**src/rtl/seq_pkg.sv**
```systemverilog
// Shared definitions for the sequence-detector datapath front end:
// serializer state type, default word width and counter sizing helper.
package seq_pkg;

   localparam int BITSER_WIDTH_DEFAULT = 8;

   typedef enum logic {
      IDLE  = 1'b0,
      SHIFT = 1'b1
   } bitser_state_t;

   // Bits needed to count 0..value-1; never narrower than one bit.
   function automatic int clog2(input int value);
      int result;
      result = 1;
      for (int i = 1; i < 32; i++) begin
         if ((1 << i) < value) result = i + 1;
      end
      return result;
   endfunction

endpackage

```
**src/rtl/bitser_hold.sv**
```systemverilog
// One-entry holding register for bit_serializer.
// A load captures a word and sets full; a drain hands the word to the
// shifter and clears full. The serializer never asserts both together.
module bitser_hold
   import seq_pkg::*;
#(
   parameter int WIDTH = BITSER_WIDTH_DEFAULT
) (
   input  logic             clk,
   input  logic             reset,
   input  logic             load,
   input  logic [WIDTH-1:0] load_data,
   input  logic             drain,
   output logic             full,
   output logic [WIDTH-1:0] data
);

   // Capture on load, release on drain; reset discards any held word.
   always_ff @(posedge clk or negedge reset) begin
      if (!reset) begin
         full <= 1'b0;
         data <= '0;
      end else if (load) begin
         full <= 1'b1;
         data <= load_data;
      end else if (drain) begin
         full <= 1'b0;
      end
   end

endmodule

```
**src/rtl/bit_serializer.sv**
```systemverilog
// Parallel-to-serial front end feeding the sequence detector's inbit.
// Words arrive over valid/ready; one bit leaves per clock. A one-deep
// holding register lets consecutive words stream without an idle gap.
//
// Build option: BITSER_LSB_FIRST_EN -- when defined, word_in[0] is sent
// first (shift direction reversed); otherwise MSB first. Handshake and
// timing are identical in both builds.
//
// state | meaning
// ------+-----------------------------------------------------------
// IDLE  | shifter empty, line held at 0, outbit_valid low
// SHIFT | shifter emitting bits, counter runs 0..WIDTH-1
//
// WIDTH is intended to lie in 2..32.
module bit_serializer
   import seq_pkg::*;
#(
   parameter int WIDTH = BITSER_WIDTH_DEFAULT
) (
   input  logic             clk,
   input  logic             reset,
   input  logic [WIDTH-1:0] word_in,
   input  logic             word_valid,
   output logic             word_ready,
   output logic             outbit,
   output logic             outbit_valid,
   output logic             busy
);

   localparam int             CW       = clog2(WIDTH);
   localparam logic [CW-1:0]  CNT_LAST = CW'(WIDTH - 1);

   bitser_state_t    state_q, state_d;
   logic [WIDTH-1:0] shreg_q, shreg_d;
   logic [WIDTH-1:0] shifted;
   logic [CW-1:0]    cnt_q, cnt_d;
   logic [WIDTH-1:0] hold_data;
   logic             hold_full;
   logic             accept;
   logic             last_bit;
   logic             hold_load;
   logic             hold_drain;

   // Ready depends only on the hold flop, never on word_valid.
   assign word_ready = !hold_full;
   assign accept     = word_valid && word_ready;
   assign last_bit   = (state_q == SHIFT) && (cnt_q == CNT_LAST);

   // A word goes to hold only while the shifter is busy and not about to
   // free up; on the last-bit edge an incoming word bypasses hold.
   assign hold_load  = accept && (state_q == SHIFT) && !last_bit;
   assign hold_drain = last_bit && hold_full;

   // The shifter fills with zeros behind the data and is cleared on
   // return to IDLE, so the line idles at 0 straight from a flop.
`ifdef BITSER_LSB_FIRST_EN
   assign shifted = {1'b0, shreg_q[WIDTH-1:1]};
   assign outbit  = shreg_q[0];
`else
   assign shifted = {shreg_q[WIDTH-2:0], 1'b0};
   assign outbit  = shreg_q[WIDTH-1];
`endif

   assign outbit_valid = (state_q == SHIFT);
   assign busy         = (state_q == SHIFT) || hold_full;

   bitser_hold #(
      .WIDTH(WIDTH)
   ) u_hold (
      .clk      (clk),
      .reset    (reset),
      .load     (hold_load),
      .load_data(word_in),
      .drain    (hold_drain),
      .full     (hold_full),
      .data     (hold_data)
   );

   // Next-state, shifter and bit-counter update.
   always_comb begin
      state_d = state_q;
      shreg_d = shreg_q;
      cnt_d   = cnt_q;
      case (state_q)
         IDLE: begin
            if (accept) begin
               state_d = SHIFT;
               shreg_d = word_in;
               cnt_d   = '0;
            end
         end
         SHIFT: begin
            if (last_bit) begin
               cnt_d = '0;
               if (hold_full) begin
                  shreg_d = hold_data;
               end else if (accept) begin
                  shreg_d = word_in;
               end else begin
                  state_d = IDLE;
                  shreg_d = '0;
               end
            end else begin
               shreg_d = shifted;
               cnt_d   = cnt_q + CW'(1);
            end
         end
         default: begin
            state_d = IDLE;
            shreg_d = '0;
            cnt_d   = '0;
         end
      endcase
   end

   // State, shifter and counter registers; reset drops any word in flight.
   always_ff @(posedge clk or negedge reset) begin
      if (!reset) begin
         state_q <= IDLE;
         shreg_q <= '0;
         cnt_q   <= '0;
      end else begin
         state_q <= state_d;
         shreg_q <= shreg_d;
         cnt_q   <= cnt_d;
      end
   end

endmodule

```
**config.mk**
```make
export PLATFORM = sky130hd
export DESIGN_NAME = bit_serializer
export DESIGN_NICKNAME = d
export VERILOG_FILES = /design/src/rtl/seq_pkg.sv /design/src/rtl/bitser_hold.sv /design/src/rtl/bit_serializer.sv
export SDC_FILE = /design/constraint.sdc
export NUM_CORES = 1
export LEC_CHECK = 0
export ABC_CLOCK_PERIOD_IN_PS = 3520
export BUFFER_PORTS_ARGS = -buffer_cell sky130_fd_sc_hd__buf_2
export CORE_MARGIN = 10
export CORE_UTILIZATION = 30
export DETAILED_ROUTE_END_ITERATION = 7
export GPL_TIMING_DRIVEN = 1
export PLACE_DENSITY = 0.56
export SLEW_MARGIN = 20
export SYNTH_ARGS = -nofsm -noshare
export SYNTH_HDL_FRONTEND = slang
export SYNTH_SLANG_ARGS = --single-unit
```
**constraint.sdc**
```tcl
create_clock -name clk -period 3.52 [get_ports clk]
set_input_delay 0.704 -clock clk [delete_from_list [all_inputs] [get_ports clk]]
set_output_delay 0.704 -clock clk [all_outputs]
set_load 0.03 [all_outputs]
```
Yosys cells after proc, flatten, opt, wreduce, memory -nomap -nowiden --
Cells that the tools add are included.
Word-level totals: register bits 50, bits of input ports 11, logic and storage cells 32
Cells by class: $add $sub $neg 1, equal/unequal tests 2, mux-type cells 14, bitwise gates (word level) 1, reductions and logical operators 9
Operator list (count):
- $mux W32 | 2
- $pmux W32 S2 | 1
- $add A32 B1 Y32 const B | 1
- $eq A32 B3 Y1 const B | 1
- $mux W8 | 4
- $pmux W8 S2 | 1
- $logic_and A1 B1 Y1 | 5
- $mux W1 | 5
- $logic_not A1 Y1 | 2
- $ne A2 B2 Y1 const B | 1
- $pmux W1 S2 | 1
- $reduce_bool A2 Y1 | 1
- $logic_or A1 B1 Y1 | 1
- $not A1 Y1 | 1

Depth between registers and ports, before layout --
Gate-level depths: netlist of the first run.
depth in word-level cells 6, depth in mapped cells 8, depth with buffers taken out 6

Hierarchy --
Synthesis of the first run repeated with hierarchy kept, for this count alone.
Second synthesis, totals: cell total of the unflattened synthesis 309, area, all modules 2855.2 µm²
Modules (own cells, without submodules):
- bit_serializer | times used 1, cells each 289, area an instance 2486.1 µm²
- bitser_hold | times used 1, cells each 20, area an instance 369.1 µm²

Worst setup path before layout of the first run --
OpenSTA, ideal clock, no wires.
path type input to register, start in word_valid, end reg cnt_q[15], arrival 1.762 ns, required time 3.382 ns, setup slack 1.620 ns, cell stages on the path 6, buffers on the path 3, path through nor2b_1 -> clkbuf_1 -> or2_2 -> clkbuf_1 -> clkbuf_1 -> a31oi_1
Between the ends: word-level cells in the longest chain between the ends 2
RTL lines:
- start: declaration | line bit_serializer.sv:23 | input logic word_valid,
- $logic_and A1 B1 Y1 | line bit_serializer.sv:46 | assign accept = word_valid && word_ready;
- $ne A2 B2 Y1 (no line)
- end signal: assignment | line bit_serializer.sv:125 | cnt_q <= cnt_d;
- end: declaration | line bit_serializer.sv:36 | logic [CW-1:0] cnt_q, cnt_d;
Every way passes these cells. A chain may end at the register's enable or synchronous reset.

Worst setup path after layout of the first run --
start reg cnt_q[0], end reg cnt_q[25]
Between the ends: word-level cells in the longest chain between the ends 4
RTL lines:
- parallel branches: the longest is 2 deep, another holds $add A32 B1 Y32
- $mux W32 * | line bit_serializer.sv:93 | if (last_bit) begin
- $pmux W32 S2 * | line bit_serializer.sv:84 | case (state_q)
Mark *: on every way between the ends.

==> impl_results.md, run 1 <==
* Number of H-tree levels at 2
* Synthesized Nets at 303
* CP Launch Type: flip-flop
* GP Congestion at between 0.7 and 0.8
* Number of resized instances in the post-cts repair step at 0
* Maximum clock path buffer count at 2
* Post-synthesis average cell area at 9.45 um^2
* Cell Rows at 34
* Vert. Die Dim at approximately 120 um
* First element of the critical path: cnt_q[0]
* DR vias at 2257
* Cell family with the largest share of critical-path delay: compound AO/OA/AOI/OAI gates
* Clock tree from TritonCTS: built
* Initial core utilization at 0.312
* Worst setup slack for register-to-register paths at 1.05 ns
* Number of logic stages on the critical path including buffering at 7
* Number of hold-slack violations in the final timing report at 0
* Hold buffer count at CTS at 0
* Cell count after synthesis at 291
* Remaining number of nets flagged by the antenna check after routing at 0
* Wire length of the first global-routing pass at 11200 um
* Cell-internal power at 0.000744 W
* Count of state elements after synthesis at 50
* Number of distinct standard cells referenced by the synthesized netlist at 45
* Maximum Capacitance Violations at 0
* Setup bufs post-CTS at 0
* DRC violation count after routing at 0
* Number of port buffers at 14
* Ratio of cells with drive above 1 in the final layout at 0.156
* Initial DRC Count at 117
* Outcome: finished clean
* Clk_skew at 0.00971 ns
* Cell total after placement at 401
* Share of the clock period used by the worst path at 0.702
* Number of antenna violations at the first check in global routing at 0
* Ys Warns at 0
* Fillcell total at 897
* Min Hold Slack at 0.474 ns
* Overall overflow remaining after global route at 0
* HPWL after DPL at about 4400 um
* Slew margin rel. at 0.460
* Drt total wl at roughly 6500 um
* Total negative slack at 0 ns
* Worst skew pair latency at 0.31 ns
* Number of nets at the end of the flow at between 300 and 400
* Post-layout min period at 2.47 ns
* Slew at the pin closest to its max-slew limit at 0.810 ns
* CP endpoint: cnt_q[25]
* CP max stage delay at 0.56 ns
* IR Drop Worst-Case VDD at 0.198 mV
* Clock input transition at the sequential cells of the worst setup and hold paths at ~0.10 ns
* Cell Count, Final, Fillers Out at 409
* Reg2Reg Depth at 7
* FF-to-FF End: cnt_q[25]
* Series of cell instances along the critical path: ha_1 -> and4bb_2 -> nand4_2 -> o21a_2 -> buf_4 -> o21ai_0 -> a31oi_1
* Type of the worst setup path: reg -> reg
* Synthesized area at 2750 um^2
* Slew Viols, Final at 0
* Number of global-route vias before repair at 2190
* Top-Level Pins at 15
* Critical Path Fanout Max at 31
* Area of the core region at 8810 um^2
* Critical path buffer and inverter count at 1
* Largest net degree at the start of global routing at 36
* Leading cell types in the layout, fill and taps excluded: sky130_fd_sc_hd__dfrtp_1 (50), sky130_fd_sc_hd__nand2_1 (29), sky130_fd_sc_hd__a21oi_1 (29), sky130_fd_sc_hd__a31oi_1 (16), sky130_fd_sc_hd__o21ai_0 (15)
* Total of endpoints with negative setup slack in the final report at 0
* Initial DRT Pass Iterations at 4
* Arrival time at the worst endpoint at 2.71 ns
* Layout overhead on the synthesized area at 8.78%
* Most common cell after layout, fill and taps aside: sky130_fd_sc_hd__dfrtp_1
* Clock Tree Root: sky130_fd_sc_hd__clkbuf_8
* Power share of the clock group at 0.364
* Combinational share of power at 0.034
* Cell with the biggest individual delay on the critical path: sky130_fd_sc_hd__o21a_2
* Number of buffers created by CTS at 5
* Worst min-delay path category: in -> async
* Net switching power at 0.000236 W
* Unrepaired setup endpoints after global routing: false
* Sequential cell area fraction in the yosys report at 0.455
* Sequential power share at 0.602
* Routed vias/inst at between 5 and 6
* Diode count at 0
* Leakage power at 1.21 nW
* Die Outline Area at about 13000 um^2
* Maximum frequency from static timing analysis at 405 MHz
* Kind of end point of the critical path: flip-flop
* Required arrival time at the worst endpoint at around 3.8 ns
* Clock net sink count at 50
* R2R Path Start: cnt_q[0]
* Total routing resource utilization after global routing at 0.102
* Final standard cell utilization of the core at 0.340
* Per-cell routed wire length at 15.8 um
* Switching part of the total at 0.240
* DIE WIDTH at 116 um
* Total power per unit cell area at 328 nW/um^2
-- area by class of cell --
cell class	count	area (um^2)	area share
flip-flops and latches	50	1250	0.418
inverters	10	37.5	0.0126
repair buffers	19	108	0.0360
well taps	108	135	0.0452
clock buffers	5	68.8	0.0230
clock inverters	3	25.0	0.00837
multi-input cells	214	1370	0.456
-- synthesized netlist by cell type (all sizes together) --
library cell / instances / area, um^2
nor4: 11 / 120
a41oi: 3 / 26.3
a22oi: 5 / 37.5
o31a: 1 / 8.76
ha: 1 / 12.5
and3: 4 / 25.0
a21boi: 1 / 7.51
dfrtp: 50 / 1250
buf: 9 / 66.3
a211oi: 2 / 15.0
o21a: 1 / 7.51
o21ai: 16 / 80.1
nand2: 30 / 115
a21oi: 29 / 145
or3: 4 / 25.0
nor3b: 1 / 7.51
or4: 1 / 7.51
and2: 7 / 43.8
nor2b: 3 / 18.8
nand4: 14 / 100
nor2: 11 / 41.3
clkbuf: 8 / 30.0
a31oi: 16 / 100
a22o: 4 / 35.0
and4bb: 1 / 12.5
nand3: 13 / 75.1
inv: 10 / 37.5
mux2i: 6 / 60.1
o32ai: 1 / 8.76
a32oi: 2 / 17.5
nor3: 3 / 15.0
o22ai: 1 / 6.26
or2: 1 / 6.26
mux2: 8 / 90.1
nand2b: 4 / 25.0
o211ai: 6 / 45.0
a21o: 3 / 22.5
-- worst reg2reg max path, delay by kind of cell, from the launching register on --
kind	cells	cell delay [ns]
and+or+nand+nor	2	0.39
DFF	1	0.45
adders and majority gates	1	0.27
AOI/OAI and AO/OA	3	0.89
buffers and inverters	1	0.40
-- through the flow --
step	total power, W	setup slack (ns)	instance area (um^2)
2_1_floorplan	0.000613	1.62	2750
5_1_grt	0.00103	0.805	2990
6_report	0.000980	1.05	2990
3_5_place_dp	0.000636	1.08	2900
3_3_place_gp	0.000635	1.10	2900
4_1_cts	0.000994	1.05	2990
-- registers in the layout, indices dropped and copies added, names as in the netlist --
register / cells
outbit_valid: 1
u_hold.full: 1
u_hold.data: 8
cnt_q: 32
shreg_q: 8
-- cell families after synthesis --
logic type | after synthesis | share of synthesized area
muxes | 14 | 0.0546
AOI/OAI and AO/OA | 91 | 0.205
and+or+nand+nor | 108 | 0.232
buffers and inverters | 27 | 0.0487
adders and majority gates | 1 | 0.00455
DFF | 50 | 0.455
-- power groups by stage --
| stage | Combinational [W] | Sequential, W | Clock, W |
|---|---|---|---|
| floorplan | 0.0000132 | 0.000600 | 0 |
| global placement | 0.0000346 | 0.000601 | 0 |
| detailed placement | 0.0000348 | 0.000601 | 0 |
| CTS | 0.0000347 | 0.000590 | 0.000369 |
| global route | 0.0000381 | 0.000592 | 0.000400 |
| finish | 0.0000334 | 0.000590 | 0.000356 |
-- layer usage --
layer	vias to the layer above	part of all wire	global-route usage	wire, um
li1	1119	-	-	-
met1	1085	0.52	0.148	3330
met2	45	0.43	0.149	2790
met3	8	0.042	0.0253	272
met4	0	0.0097	0.0250	63
met5	-	0	0	0
-- worst min path at each step --
stage                endpoint           start
2_1_floorplan        cnt_q[0]           reset
3_3_place_gp   u_hold.data[7]  u_hold.data[7]
3_5_place_dp   u_hold.data[0]  u_hold.data[0]
4_1_cts             cnt_q[23]           reset
5_1_grt             cnt_q[18]           reset
6_report            cnt_q[11]           reset
Note: power is estimated with default switching activity, not from simulation.
==> inputs of run 2 (changes only) <==
- ABC_CLOCK_PERIOD_IN_PS: 3520 -> 2600
- clock period: 3.52 -> 2.6 ns (I/O delays scaled with it)
==> impl_results.md, run 2 (synthesized netlist as in run 1, its figures left out) <==
* Placed cell areas at 2960 um^2 (+2.1%)
* Diode count at 0 (unchanged)
* Clock Tree Root: sky130_fd_sc_hd__clkbuf_8
* Area of the core region at 8810 um^2 (unchanged)
* Required arrival time at the worst endpoint at 2.80 ns (-0.96 ns)
* DRC violation count after routing at 0 (unchanged)
* Initial DRC Count at 124 (+6.0%)
* Slew at the pin closest to its max-slew limit at 0.594 ns (-0.216 ns)
* Top-Level Pins at 15 (unchanged)
* Post-layout min period at 2.33 ns (-0.145 ns)
* Setup bufs post-CTS at 0 (unchanged)
* Cell Rows at 34 (unchanged)
* Leakage power at 1.25 nW (+3.2%)
* FF-to-FF End: u_hold.data[1]
* Largest reg by FF count: cnt_q
* Per-cell routed wire length at 15.3 um (-3.2%)
* Total power per unit cell area at 434 nW/um^2 (+32%)
* Total routing resource utilization after global routing at 0.0997 (-0.00269)
* IR Drop Worst-Case VDD at 0.331 mV (+67%)
* Overall overflow remaining after global route at 0 (unchanged)
* Clock input transition at the sequential cells of the worst setup and hold paths at 0.10 ns (about the same)
* Kind of end point of the critical path: flip-flop
* Share of the clock period used by the worst path at 0.894 (+0.192)
* Total of endpoints with negative setup slack in the final report at 0 (unchanged)
* Clock tree from TritonCTS: built
* Routed vias/inst at 5.44 (-1.4%)
* Unrepaired setup endpoints after global routing: false
* GP Congestion at 0.830 (+5.3%)
* Number of resized instances in the post-cts repair step at 0 (unchanged)
* Final standard cell utilization of the core at 0.346 (+0.00682)
* Initial DRT Pass Iterations at 4 (unchanged)
* Initial core utilization at 0.312 (unchanged)
* Largest net degree at the start of global routing at 24 (-33%)
* Number of H-tree levels at 2 (unchanged)
* Wire length of the first global-routing pass at 11100 um (-0.92%)
* Maximum Capacitance Violations at 0 (unchanged)
* Worst skew pair latency at 0.30 ns (about the same)
* Number of global-route vias before repair at 2198 (+0.37%)
* Clk_skew at 0.00785 ns (-0.00186 ns)
* Critical Path Fanout Max at 23 (-26%)
* CP Launch Type: flip-flop
* Registers with the most flip-flops: cnt_q: 32 flops, shreg_q: 8 flops, u_hold.data: 8 flops
* Slew margin rel. at 0.601 (+0.141)
* Worst setup slack for register-to-register paths at 0.27 ns (-0.77 ns)
* Worst min-delay path category: in -> async
* Arrival time at the worst endpoint at 2.53 ns (-0.18 ns)
* Minimum setup slack after placement at 0.291 ns (-0.788 ns)
* Reg2Reg Depth at 5 (-2)
* Maximum frequency from static timing analysis at 430 MHz (+6.2%)
* Outcome: finished clean
* Layout overhead on the synthesized area at 11.0%
* Vert. Die Dim at 116 um (unchanged)
* Drt total wl at 6380 um (-1.3%)
* Ratio of cells with drive above 1 in the final layout at 0.178 (+0.0218)
* Flip-flop count of the largest register, all copies and words added at 32 (unchanged)
* Final setup slack of the worst path at 0.275 ns (-0.775 ns)
* DR vias at 2270 (+0.58%)
* Die Outline Area at 13400 um^2 (unchanged)
* Most common cell after layout, fill and taps aside: sky130_fd_sc_hd__dfrtp_1
* Number of antenna violations at the first check in global routing at 0 (unchanged)
* Number of port buffers at 14 (unchanged)
* Number of buffers created by CTS at 5 (unchanged)
* Type of the worst setup path: reg -> reg
* R2R Path Start: cnt_q[5]
* Leading cell types in the layout, fill and taps excluded: sky130_fd_sc_hd__dfrtp_1 (50), sky130_fd_sc_hd__nand2_1 (29), sky130_fd_sc_hd__a21oi_1 (29), sky130_fd_sc_hd__a31oi_1 (16), sky130_fd_sc_hd__o21ai_0 (15)
* Number of hold-slack violations in the final timing report at 0 (unchanged)
* Finished layout cell area at 3050 um^2 (+2.0%)
* Overall power after layout at 0.00132 W (+35%)
* Slew Viols, Final at 0 (unchanged)
* Hold buffer count at CTS at 0 (unchanged)
* HPWL after DPL at 4710 um (+6.0%)
* Number of nets at the end of the flow at 320 (+2.6%)
* Total negative slack at 0 ns (unchanged)
* DIE WIDTH at 116 um (unchanged)
* Remaining number of nets flagged by the antenna check after routing at 0 (unchanged)
* Clock net sink count at 50 (unchanged)
* Maximum clock path buffer count at 2 (unchanged)
## run 2: changes by cell type in the layout (fill, tap and decap cells not counted)
cell	previous run	this run
sky130_fd_sc_hd__buf_4	5	13
## run 2: worst max-delay path by stage
stage               startpoint              to
CTS                   cnt_q[5]  u_hold.data[5]
floorplan             cnt_q[0]       cnt_q[10]
detailed placement    cnt_q[5]  u_hold.data[5]
global placement      cnt_q[5]  u_hold.data[6]
global route          cnt_q[0]       cnt_q[28]
finish                cnt_q[5]  u_hold.data[1]
## run 2: critical path: stages, from the launching register on
cell,delay [ns]
sky130_fd_sc_hd__dfrtp_1,0.48
sky130_fd_sc_hd__nor4_1,0.49
sky130_fd_sc_hd__nand4_2,0.24
sky130_fd_sc_hd__o21a_2,0.42
sky130_fd_sc_hd__nand2_2,0.23
sky130_fd_sc_hd__mux2_2,0.36
## run 2: report_power, final
| group | total (W) | internal [W] | switching, W |
|---|---|---|---|
| sequential | 0.000799 | 0.000791 | 0.00000741 |
| combinational | 0.0000469 | 0.0000219 | 0.0000249 |
| clock | 0.000478 | 0.000195 | 0.000283 |
## run 2: metrics by stage
stage               hold WS (ns)  cells
CTS                        0.128    417
global route               0.123    417
floorplan                  0.224    291
global placement           0.462    409
detailed placement         0.460    409
finish                     0.111    417
## run 2: area by class of cell
type                    instances  area, um^2
inverters                      10        37.5
multi-input cells             214        1370
clock inverters                 3        25.0
well taps                     108         135
flip-flops and latches         50        1250
repair buffers                 27         168
clock buffers                   5        68.8
fillers                       900        5760
## run 2: per-layer routing
layer	vias up	GRT usage	routed length, um
li1	1117	-	-
met1	1114	0.140	3220
met2	35	0.151	2850
met3	4	0.0289	270
met4	0	0.0150	44
met5	-	0	0
